## config.mk

```make
export PLATFORM = sky130hd
export DESIGN_NAME = teamj_design_flat
export DESIGN_NICKNAME = d
export VERILOG_FILES = /design/src/rtl/teamj_pkg.sv /design/src/rtl/teamj_if.sv /design/src/rtl/teamj_sync.sv /design/src/rtl/teamj_design.sv /design/src/flat_wrapper.sv
export SDC_FILE = /design/constraint.sdc
export NUM_CORES = 1
export LEC_CHECK = 0
export ABC_AREA = 1
export CORE_MARGIN = 2
export CORE_UTILIZATION = 29
export DETAILED_ROUTE_END_ITERATION = 8
export GPL_ROUTABILITY_DRIVEN = 0
export MAX_ROUTING_LAYER = met4
export PLACE_DENSITY = 0.49
export SYNTH_ARGS = -nofsm -noshare
export SYNTH_HDL_FRONTEND = slang
export SYNTH_SLANG_ARGS = --single-unit
```

## constraint.sdc

```tcl
create_clock -name clk -period 1.54 [get_ports clk]
set_input_delay 0.231 -clock clk [delete_from_list [all_inputs] [get_ports clk]]
set_output_delay 0.231 -clock clk [all_outputs]
set_load 0.01 [all_outputs]
```

## src/rtl/teamj_pkg.sv

```systemverilog
// teamj_pkg: shared defaults and reset values for the teamj inverter/monitor cell
package teamj_pkg;
    localparam int   SYNC_STAGES_DEF = 2;
    localparam int   CNT_W_DEF       = 8;
    localparam logic SYNC_RST_VAL    = 1'b0;
    localparam int   CNT_RST_VAL     = 0;
endpackage

```

## src/rtl/teamj_if.sv

```systemverilog
// teamj_if: data, clear and monitor-status signals of the teamj cell
interface teamj_if import teamj_pkg::*; #(parameter int CNT_W = CNT_W_DEF) ();
    logic             A0;
    logic             cnt_clr;
    logic             Q0;
    logic             q_reg;
    logic             a_rise;
    logic             a_fall;
    logic [CNT_W-1:0] edge_cnt;
    modport master (output A0, cnt_clr, input Q0, q_reg, a_rise, a_fall, edge_cnt);
    modport slave  (input A0, cnt_clr, output Q0, q_reg, a_rise, a_fall, edge_cnt);
endinterface

```

## src/rtl/teamj_sync.sv

```systemverilog
// teamj_sync: N-flop synchroniser with async active-low reset
module teamj_sync import teamj_pkg::*; #(parameter int N = SYNC_STAGES_DEF) (
    input  logic clk,
    input  logic rst_n,
    input  logic d,
    output logic q
);
    logic [N-1:0] s_q, s_d;
    always_comb s_d = {s_q[N-2:0], d};
    always_ff @(posedge clk or negedge rst_n)
        if (!rst_n) s_q <= {N{SYNC_RST_VAL}};
        else        s_q <= s_d;
    assign q = s_q[N-1];
endmodule

```

## src/rtl/teamj_design.sv

```systemverilog
// teamj_design: combinational inverter plus synchronised edge/transition monitor
module teamj_design import teamj_pkg::*; #(
    parameter int SYNC_STAGES = SYNC_STAGES_DEF,
    parameter int CNT_W       = CNT_W_DEF
) (
    input logic   clk,
    input logic   rst_n,
    teamj_if.slave bus
);
    logic             a_s;
    logic             a_d_q, a_d_d;
    logic             rise_q, rise_d;
    logic             fall_q, fall_d;
    logic [CNT_W-1:0] cnt_q, cnt_d;
    teamj_sync #(.N(SYNC_STAGES)) u_sync (.clk(clk), .rst_n(rst_n), .d(bus.A0), .q(a_s));
    always_comb begin
        a_d_d  = a_s;
        rise_d = a_s & ~a_d_q;
        fall_d = ~a_s & a_d_q;
        cnt_d  = bus.cnt_clr ? '0 : ((a_s ^ a_d_q) && !(&cnt_q)) ? cnt_q + CNT_W'(1) : cnt_q;
    end
    always_ff @(posedge clk or negedge rst_n)
        if (!rst_n) begin
            a_d_q  <= SYNC_RST_VAL;
            rise_q <= 1'b0;
            fall_q <= 1'b0;
            cnt_q  <= CNT_W'(CNT_RST_VAL);
        end else begin
            a_d_q  <= a_d_d;
            rise_q <= rise_d;
            fall_q <= fall_d;
            cnt_q  <= cnt_d;
        end
    assign bus.Q0       = ~bus.A0;
    assign bus.q_reg    = ~a_s;
    assign bus.a_rise   = rise_q;
    assign bus.a_fall   = fall_q;
    assign bus.edge_cnt = cnt_q;
endmodule

```

## src/flat_wrapper.sv

```systemverilog
// flat-port wrapper written by rule: the top's interface ports become plain ports
module teamj_design_flat import teamj_pkg::*;
#(
    parameter int SYNC_STAGES = SYNC_STAGES_DEF,
    parameter int CNT_W       = CNT_W_DEF
)
  (clk, rst_n, bus_A0, bus_cnt_clr, bus_Q0, bus_q_reg, bus_a_rise, bus_a_fall, bus_edge_cnt);
  teamj_if #(.CNT_W(CNT_W)) bus_i ();
  input logic clk;
  input logic rst_n;
  input wire logic [$bits(bus_i.A0)-1:0] bus_A0;
  input wire logic [$bits(bus_i.cnt_clr)-1:0] bus_cnt_clr;
  output wire logic [$bits(bus_i.Q0)-1:0] bus_Q0;
  output wire logic [$bits(bus_i.q_reg)-1:0] bus_q_reg;
  output wire logic [$bits(bus_i.a_rise)-1:0] bus_a_rise;
  output wire logic [$bits(bus_i.a_fall)-1:0] bus_a_fall;
  output wire logic [$bits(bus_i.edge_cnt)-1:0] bus_edge_cnt;
  assign bus_i.A0 = bus_A0;
  assign bus_i.cnt_clr = bus_cnt_clr;
  assign bus_Q0 = bus_i.Q0;
  assign bus_q_reg = bus_i.q_reg;
  assign bus_a_rise = bus_i.a_rise;
  assign bus_a_fall = bus_i.a_fall;
  assign bus_edge_cnt = bus_i.edge_cnt;
  teamj_design #(.SYNC_STAGES(SYNC_STAGES), .CNT_W(CNT_W)) u_core (.clk(clk), .rst_n(rst_n), .bus(bus_i));
endmodule
```

; ---- After elaboration in Yosys (flattened, before gate mapping)
; Index checks and enable logic that the tools add are counted.
[totals]
regBits = 13
input_bits = 4
[op_classes]
addsub = 1
mux = 2
bitwise = 6
n_reduce_logical = 4
[ops]
columns = operator, count
row1 = $mux 8, 2
row2 = $add 8x1->8 const B, 1
row3 = $reduce_and 8->1, 1
row4 = $not 1->1, 3
row5 = $and 1x1->1, 2
row6 = $reduce_bool 2->1, 1
row7 = $logic_and 1x1->1, 1
row8 = $logic_not 1->1, 1
row9 = $xor 1x1->1, 1

; ---- Depth between registers and ports, before layout
[logic_depth]
depth_word = 5
mapped_depth = 9

; ---- Cells and area by module
; Synthesis repeated with hierarchy kept, for this count alone.
[hier_totals]
hier_cells = 75
area_unflattened_um2 = 661.9
[by_module_without_submodules]
columns = mod, n_inst, cells_each, area_per_inst_um2, seq_area_each_um2
row1 = teamj_design, 1, 73, 611.8, 275.3
row2 = teamj_sync, 1, 2, 50.0, 50.0

; ---- Least setup slack after synthesis
; No wires, ideal clock.
[synth_timing]
path_kind = register to register
startpoint = reg u_core.u_sync.s_q[1]
endpoint = reg u_core.cnt_q[7] (netlist: u_core.bus.edge_cnt[7])
setup_ns = 0.120
t_arrival_ns = 1.285
setup_slack_ns = 0.135
path_stages_with_launch = 9
cell_sequence = dfrtp_1 > inv_1 > ha_1 > inv_2 > nand2_1 > nor2_2 > nand3_1 > o21ai_0 > nor2_1
[synth_between]
elab_chain_cells = 3
[synth_rtl]
columns = item, line_no
row1 = "start, declared", teamj_sync.sv:8  ; logic [N-1:0] s_q, s_d;
row2 = "start signal, assigned", teamj_sync.sv:11  ; if (!rst_n) s_q <= {N{SYNC_RST_VAL}};
row3 = $xor 1x1->1, teamj_design.sv:20  ; cnt_d = bus.cnt_clr ? '0 : ((a_s ^ a_d_q) && !(&cnt_q)) ? cnt_q + CNT_W'(1) : cnt_q;
row4 = $logic_and 1x1->1, teamj_design.sv:20
row5 = $reduce_bool 2->1 (no source line), n/a
row6 = "end signal, assigned", teamj_design.sv:27  ; cnt_q <= CNT_W'(CNT_RST_VAL);
row7 = "end signal, assigned", teamj_design.sv:32  ; cnt_q <= cnt_d;
row8 = "end, declared", teamj_design.sv:14  ; logic [CNT_W-1:0] cnt_q, cnt_d;
; Every way passes these cells.
; A chain may end at the register's enable or synchronous reset.

; ---- Worst setup path after layout
[layout_timing]
startpoint = reg u_core.cnt_q[2] (netlist: u_core.bus.edge_cnt[2])
endpoint = out bus_edge_cnt[2]
[layout_lines]
columns = item, line_no
row1 = "end, declared", flat_wrapper.sv:17  ; output wire logic [$bits(bus_i.edge_cnt)-1:0] bus_edge_cnt;
; No word-level cell between the ends.

==> impl_metrics.toml <==
[pwr]
switching_power_mw = 0.1852
pwr-share-seq_pct = 53.1
swShare_pct = 26.63
internal-power_mw = 0.5103
p_leak_nw = 0.4341
p_per_area_nw_per_um2 = 763.5
p_comb_share_pct = 16.1
max-vdd-ir-drop_v = 0.0004251
clock_power_share_pct = 30.9

[clock_tree]
clkTransAtPathRegs_ns = 0.08
cts_max_path_buffers = 2
clock_latency_ns = 0.28
cts-root-buf = "clkbuf_4"
tritoncts = "done"
cts_sinks = 13
cts_max_level = 1
cts_buffers = 3
ctsHoldBuffers = 0

[die]
rows = 17
dieWidth_um = 51.32
design.die.area_sq_um = 2634
ios = 16
core_sq_um = 2170
fp.dieH_um = 51.32
initial_core_util_pct = 29.93

[critical_path]
cp_cell_sequence = "clkdlybuf4s50_1"
worst-path-max-fanout = 4
worstPathBufferInverterCount = 1
critPathSlowestCell = "clkdlybuf4s50_1"
criticalPathCategory = "flip-flop to primary output"
max_stage_delay_ns = 0.56
crit_family = "buffers and inverters"
cp-end-kind = "primary output"
cp-start-kind = "flip-flop"
critPathRequiredTime_ns = 1.31
cp.arrival_ns = 1.25

[cells_and_area]
fin_area_sq_um = 910.9
mostFrequentLayoutCell = "nand2_1"
layout_common_cells = "15 x nand2_1, 14 x clkdlybuf4s50_1, 13 x dfrtp_1"
diodes = 0
seqCellArea_sq_um = 325.3
final_cells = 127
layout.nets = 107
drive_gt1_share_pct = 23.23
area_delta_synth_final_pct = 40.27
nFillCells = 251
multi_input_area_sq_um = 284.0

[timing]
hold_violations = 0
fmax_mhz = 675.6
finalCriticalPeriod_ns = 1.480
tns_ns = 0
rsz0062_at_grt = "false"
worst_pin_slew_ns = 0.2762
slew_headroom_pct = 81.47
setup_violations = 0
drv_slew = 0
fin_worst_skew_ns = 0.0007264
fin_crit_sh_pct = 96.11

[outcome]
status = "complete, no violations"

[place]
dp.cells = 121
postPlaceCellArea_sq_um = 857.1
io_buffers = 15
hpwl_um = 940.3

[synthesis]
synth-simple-area-share_pct = 29.09
synth.cell_area_sq_um = 649.4
syn_area_per_cell_sq_um = 8.658
synth_compound_area_share_pct = 6.936
synth_nets = 82
synth_fa_ha_area_share_pct = 5.780
yosys.area_share.xor_xnor_pct = 0
synthMuxAreaShare_pct = 0
synth_cells = 75
synthDistinctLibCells = 18
synth_top_family_by_area = "simple AND/OR/NAND/NOR gates"
ys_ff_latch = 13
ys.warnings.count = 0
synth_seq_area_share_pct = 50.10

[grt]
antenna_found_initial = 0
grt_util_met2_pct = 19.26
overflow = 0
met1_usage_pct = 14.31
grt_pass1_wl_mm = 2.339
busiest_layer = "met2"
track_usage_pct = 12.49
gr-usage-met3_pct = 2.632
grt_max_degree = 14
grt_pass1_vias = 553

[worst_hold_path]
hold_class = "input port to asynchronous set/reset pin"

[detailed_routing]
firstDrtPassIters = 4
routed_wl_mm = 1.225
postRouteAntennaNets = 0
drc = 0
vias = 546
routedWlPerCell_um = 9.646
vias_per_cell = 4.299
drt_iter0_drc = 7

[flow_run]
maxCapViolCount = 0
final cells by class:
type / instances / area share [%]
Clock buffer: 3 / 2.473
Sequential cell: 13 / 35.71
Timing Repair Buffer: 20 / 20.47
Tap cell: 28 / 3.846
Inverter: 14 / 5.769
Multi-Input combinational cell: 48 / 31.18
Clock inverter: 1 / 0.5495
synthesized netlist by cell type:
cell type	number	area, sq um
nor2_4	1	11.26
o21ai_2	1	8.760
nand4_1	2	12.51
dfrtp_1	13	325.3
inv_1	12	45.04
ha_1	3	37.54
nand2_4	1	11.26
nand2_2	5	31.28
o21bai_1	1	7.510
o21ai_0	2	10.01
clkinv_1	1	3.750
nand3_1	7	35.03
nor2_1	5	18.77
nand2_1	15	56.30
inv_2	1	3.750
nor2_2	2	12.51
a21oi_2	1	8.760
a21oi_1	2	10.01
logic make-up (layout without fill, tap and decap cells):
group / after synthesis / in the layout
buffers and inverters: 14 / 38
AO/OA/AOI/OAI: 7 / 7
adder cells (fa/ha/maj): 3 / 3
flip-flops: 13 / 13
AND/OR/NAND/NOR: 38 / 38
worst paths after layout:
| path | endpoint | cells past startpoint | startpoint | slack, ns |
|---|---|---|---|---|
| max | bus_edge_cnt[2] | 1 | u_core.bus.edge_cnt[2] | 0.06 |
| max in group asynchronous | u_core.bus.edge_cnt[3] | 2 | rst_n | 1.13 |
| min reg2reg | u_core.u_sync.s_q[1] | 0 | u_core.u_sync.s_q[0] | 0.36 |
| min in group clk | u_core.u_sync.s_q[1] | 0 | u_core.u_sync.s_q[0] | 0.36 |
| max reg2reg | u_core.bus.edge_cnt[3] | 10 | u_core.u_sync.s_q[1] | 0.17 |
| min | u_core.u_sync.s_q[0] | 2 | rst_n | 0.24 |
flip-flops by register name, indices dropped and copies added (netlist names):
signal / flops
u_core.bus.edge_cnt: 8
u_core.bus.a_fall: 1
u_core.a_d_q: 1
u_core.u_sync.s_q: 2
u_core.bus.a_rise: 1
per-layer routing:
layer	share of wire, %	vias to the layer above
met4	3.6	0
li1	-	285
met3	3.3	5
met5	0	-
met1	46	245
met2	46	11
power groups by stage:
stage | clock (mW) | combinational, mW | sequential (mW)
5_1_grt | 0.244 | 0.126 | 0.371
3_3_place_gp | 0 | 0.105 | 0.376
4_1_cts | 0.227 | 0.104 | 0.370
2_1_floorplan | 0 | 0.0413 | 0.380
6_report | 0.215 | 0.112 | 0.369
3_5_place_dp | 0 | 0.104 | 0.376
timing repair:
action / CTS / global route
pin swaps: 0 / 2
gates resized for setup: 1 / 3
endpoints found under the setup margin: 1 / 4
setup buffers: 0 / 2
worst reg2reg max path, delay by kind of cell (launching register included):
kind	cells	cell delay [ns]
fa+ha+maj	1	0.20
buf+inv	3	0.27
flops	1	0.41
simple gates	6	0.44
per-stage QoR:
step / setup WS, ns / total power, mW / hold WS [ns] / utilization [%]
6_report: 0.05990 / 0.6954 / 0.2437 / 41.98
2_1_floorplan: 0.1349 / 0.4212 / -0.06459 / -
4_1_cts: 0.03231 / 0.7003 / 0.2415 / 40.72
3_3_place_gp: 0.08915 / 0.4811 / 0.3353 / 39.50
5_1_grt: 0.007431 / 0.7414 / 0.2827 / 41.98
3_5_place_dp: 0.08320 / 0.4803 / 0.3371 / 39.50
No activity file was read; power rests on OpenSTA's default activity.
==> variant, RTL diff (same flow settings) <==
`SYNC_RST_VAL`: 1'b0 -> 1'b1.
--- a/src/rtl/teamj_pkg.sv
+++ b/src/rtl/teamj_pkg.sv
@@ -4,3 +4,3 @@
     localparam int   CNT_W_DEF       = 8;
-    localparam logic SYNC_RST_VAL    = 1'b0;
+    localparam logic SYNC_RST_VAL    = 1'b1;
     localparam int   CNT_RST_VAL     = 0;
Check against the original RTL: not equivalent (a bounded check fails within 4 cycles, from zero or initial values and one cycle with rst_n low).
==> variant against the original RTL <==
- sequential cell count did not move
- sequential share of layout area fell by 0.55 points
- utilization rose by 1.2 points
- area after synthesis rose by 0.58%
- register-to-register slack got worse by 60 ps
- routed wire length rose by 2.6%
- via count rose by 1.6%
- setup slack improved by 8.4 ps
- die area rose by 0.53%
- final area rose by 2.7%
- power rose by 1.0%
- largest cell class unchanged
==> variant: results (changes against the original RTL) <==
| Metric | Value |
|---|---|
| Count of fill cells added during filler insertion | 229 (was 251) |
| Sequential element share of the synthesized area | 50.4% (was 50.1%) |
| Outcome | finished, final reports clean (unchanged) |
| Met1 usage in global routing | 13.9% (was 14.3%) |
| Leakage Power | 0.438 nW (was 0.434 nW) |
| Layout cell share with drive strength beyond 1 | 29.0% (was 23.2%) |
| Number of global-route vias before repair | 544 (was 553) |
| Final Skew | 1.50 ps (was 0.726 ps) |
| DR vias | 555 (was 546) |
| Last element of the critical path | bus_edge_cnt[5] (was bus_edge_cnt[2]) |
| R2R cell count | 9 (was 10) |
| Met3 routing resource usage after global routing | 1.75% (was 2.63%) |
| Maximum resistive drop on vdd | 0.494 mV (was 0.425 mV) |
| Max-Slew Margin vs Limit | 81.9% (was 81.5%) |
| End of the worst register-to-register path | u_core.bus.edge_cnt[5] (was u_core.bus.edge_cnt[3]) |
| Fin Hold WS | 252 ps (was 244 ps) |
| Global-route usage over all layers | 11.6% (was 12.5%) |
| Library cells used by synthesis | 19 (was 18) |
| List of most frequent post-synthesis cells | 15 x nand2_1, 12 x inv_1, 10 x dfrtp_1 (was 15 x nand2_1, 13 x dfrtp_1, 12 x inv_1) |
| First-iteration detailed-routing DRC count | 6 (was 7) |
| Start of the worst register-to-register path | u_core.u_sync.s_q[1] (unchanged) |
| Met2 usage in global routing | 17.3% (was 19.3%) |
| First-pass GRT wire length | 2.17 mm (was 2.34 mm) |
| HPWL reported at the end of detailed placement | 948 um (was 940 um) |
| Setup slack of the worst register-to-register path | 110 ps (was 170 ps) |
-- variant: cell types whose count changed after synthesis --
cell,unedited run,this run
dfrtp_1,13,10
dfstp_2,0,3
-- variant: cells by family after synthesis --
| group | synth area share [%] |
|---|---|
| and+or+nand+nor | 28.9 |
| buffers and inverters | 8.04 |
| DFF | 50.4 |
| AOI/OAI and AO/OA | 6.90 |
| adders and majority gates | 5.75 |
-- variant: how the worst min path moves through the flow --
stage	to	start
3_5_place_dp	u_core.u_sync.s_q[1]	u_core.u_sync.s_q[0]
4_1_cts	u_core.bus.edge_cnt[1]	rst_n
2_1_floorplan	u_core.bus.a_fall	rst_n
5_1_grt	u_core.bus.edge_cnt[1]	rst_n
6_report	u_core.bus.edge_cnt[1]	rst_n
3_3_place_gp	u_core.u_sync.s_q[1]	u_core.u_sync.s_q[0]
-- variant: timing repair --
action                                  4_1_cts  5_1_grt
pin swaps                                     0        3
resized for setup                             1        4
setup buffers                                 0        2
endpoints found under the setup margin        1        3
-- variant: per-layer routing --
layer / up-vias / wire length, um
met5: - / 0
met4: 0 / 19
met3: 4 / 44
met2: 13 / 607
met1: 252 / 586
li1: 286 / -
-- variant: cell type report --
| cell class | count | area share (%) |
|---|---|---|
| Sequential cell | 13 | 35.2 |
| Multi-Input combinational cell | 48 | 31.4 |
| Timing Repair Buffer | 21 | 21.1 |
| Inverter | 14 | 5.61 |
| Tap cell | 28 | 3.74 |
| Clock buffer | 3 | 2.41 |
| Clock inverter | 1 | 0.535 |
-- variant: through the flow --
step           instance area (sq um)  utilization, %  std cells
2_1_floorplan                    666               -         75
3_3_place_gp                     881            40.6        122
3_5_place_dp                     881            40.6        122
4_1_cts                          907            41.8        126
5_1_grt                          936            43.1        128
6_report                         936            43.1        128
-- variant: report_power, final --
group	internal (W)	leakage (nW)	switching (W)
combinational	0.0000632	0.253	0.0000595
clock	0.0000962	0.0177	0.000112
sequential	0.000360	0.167	0.0000119
total	0.000519	0.438	0.000183
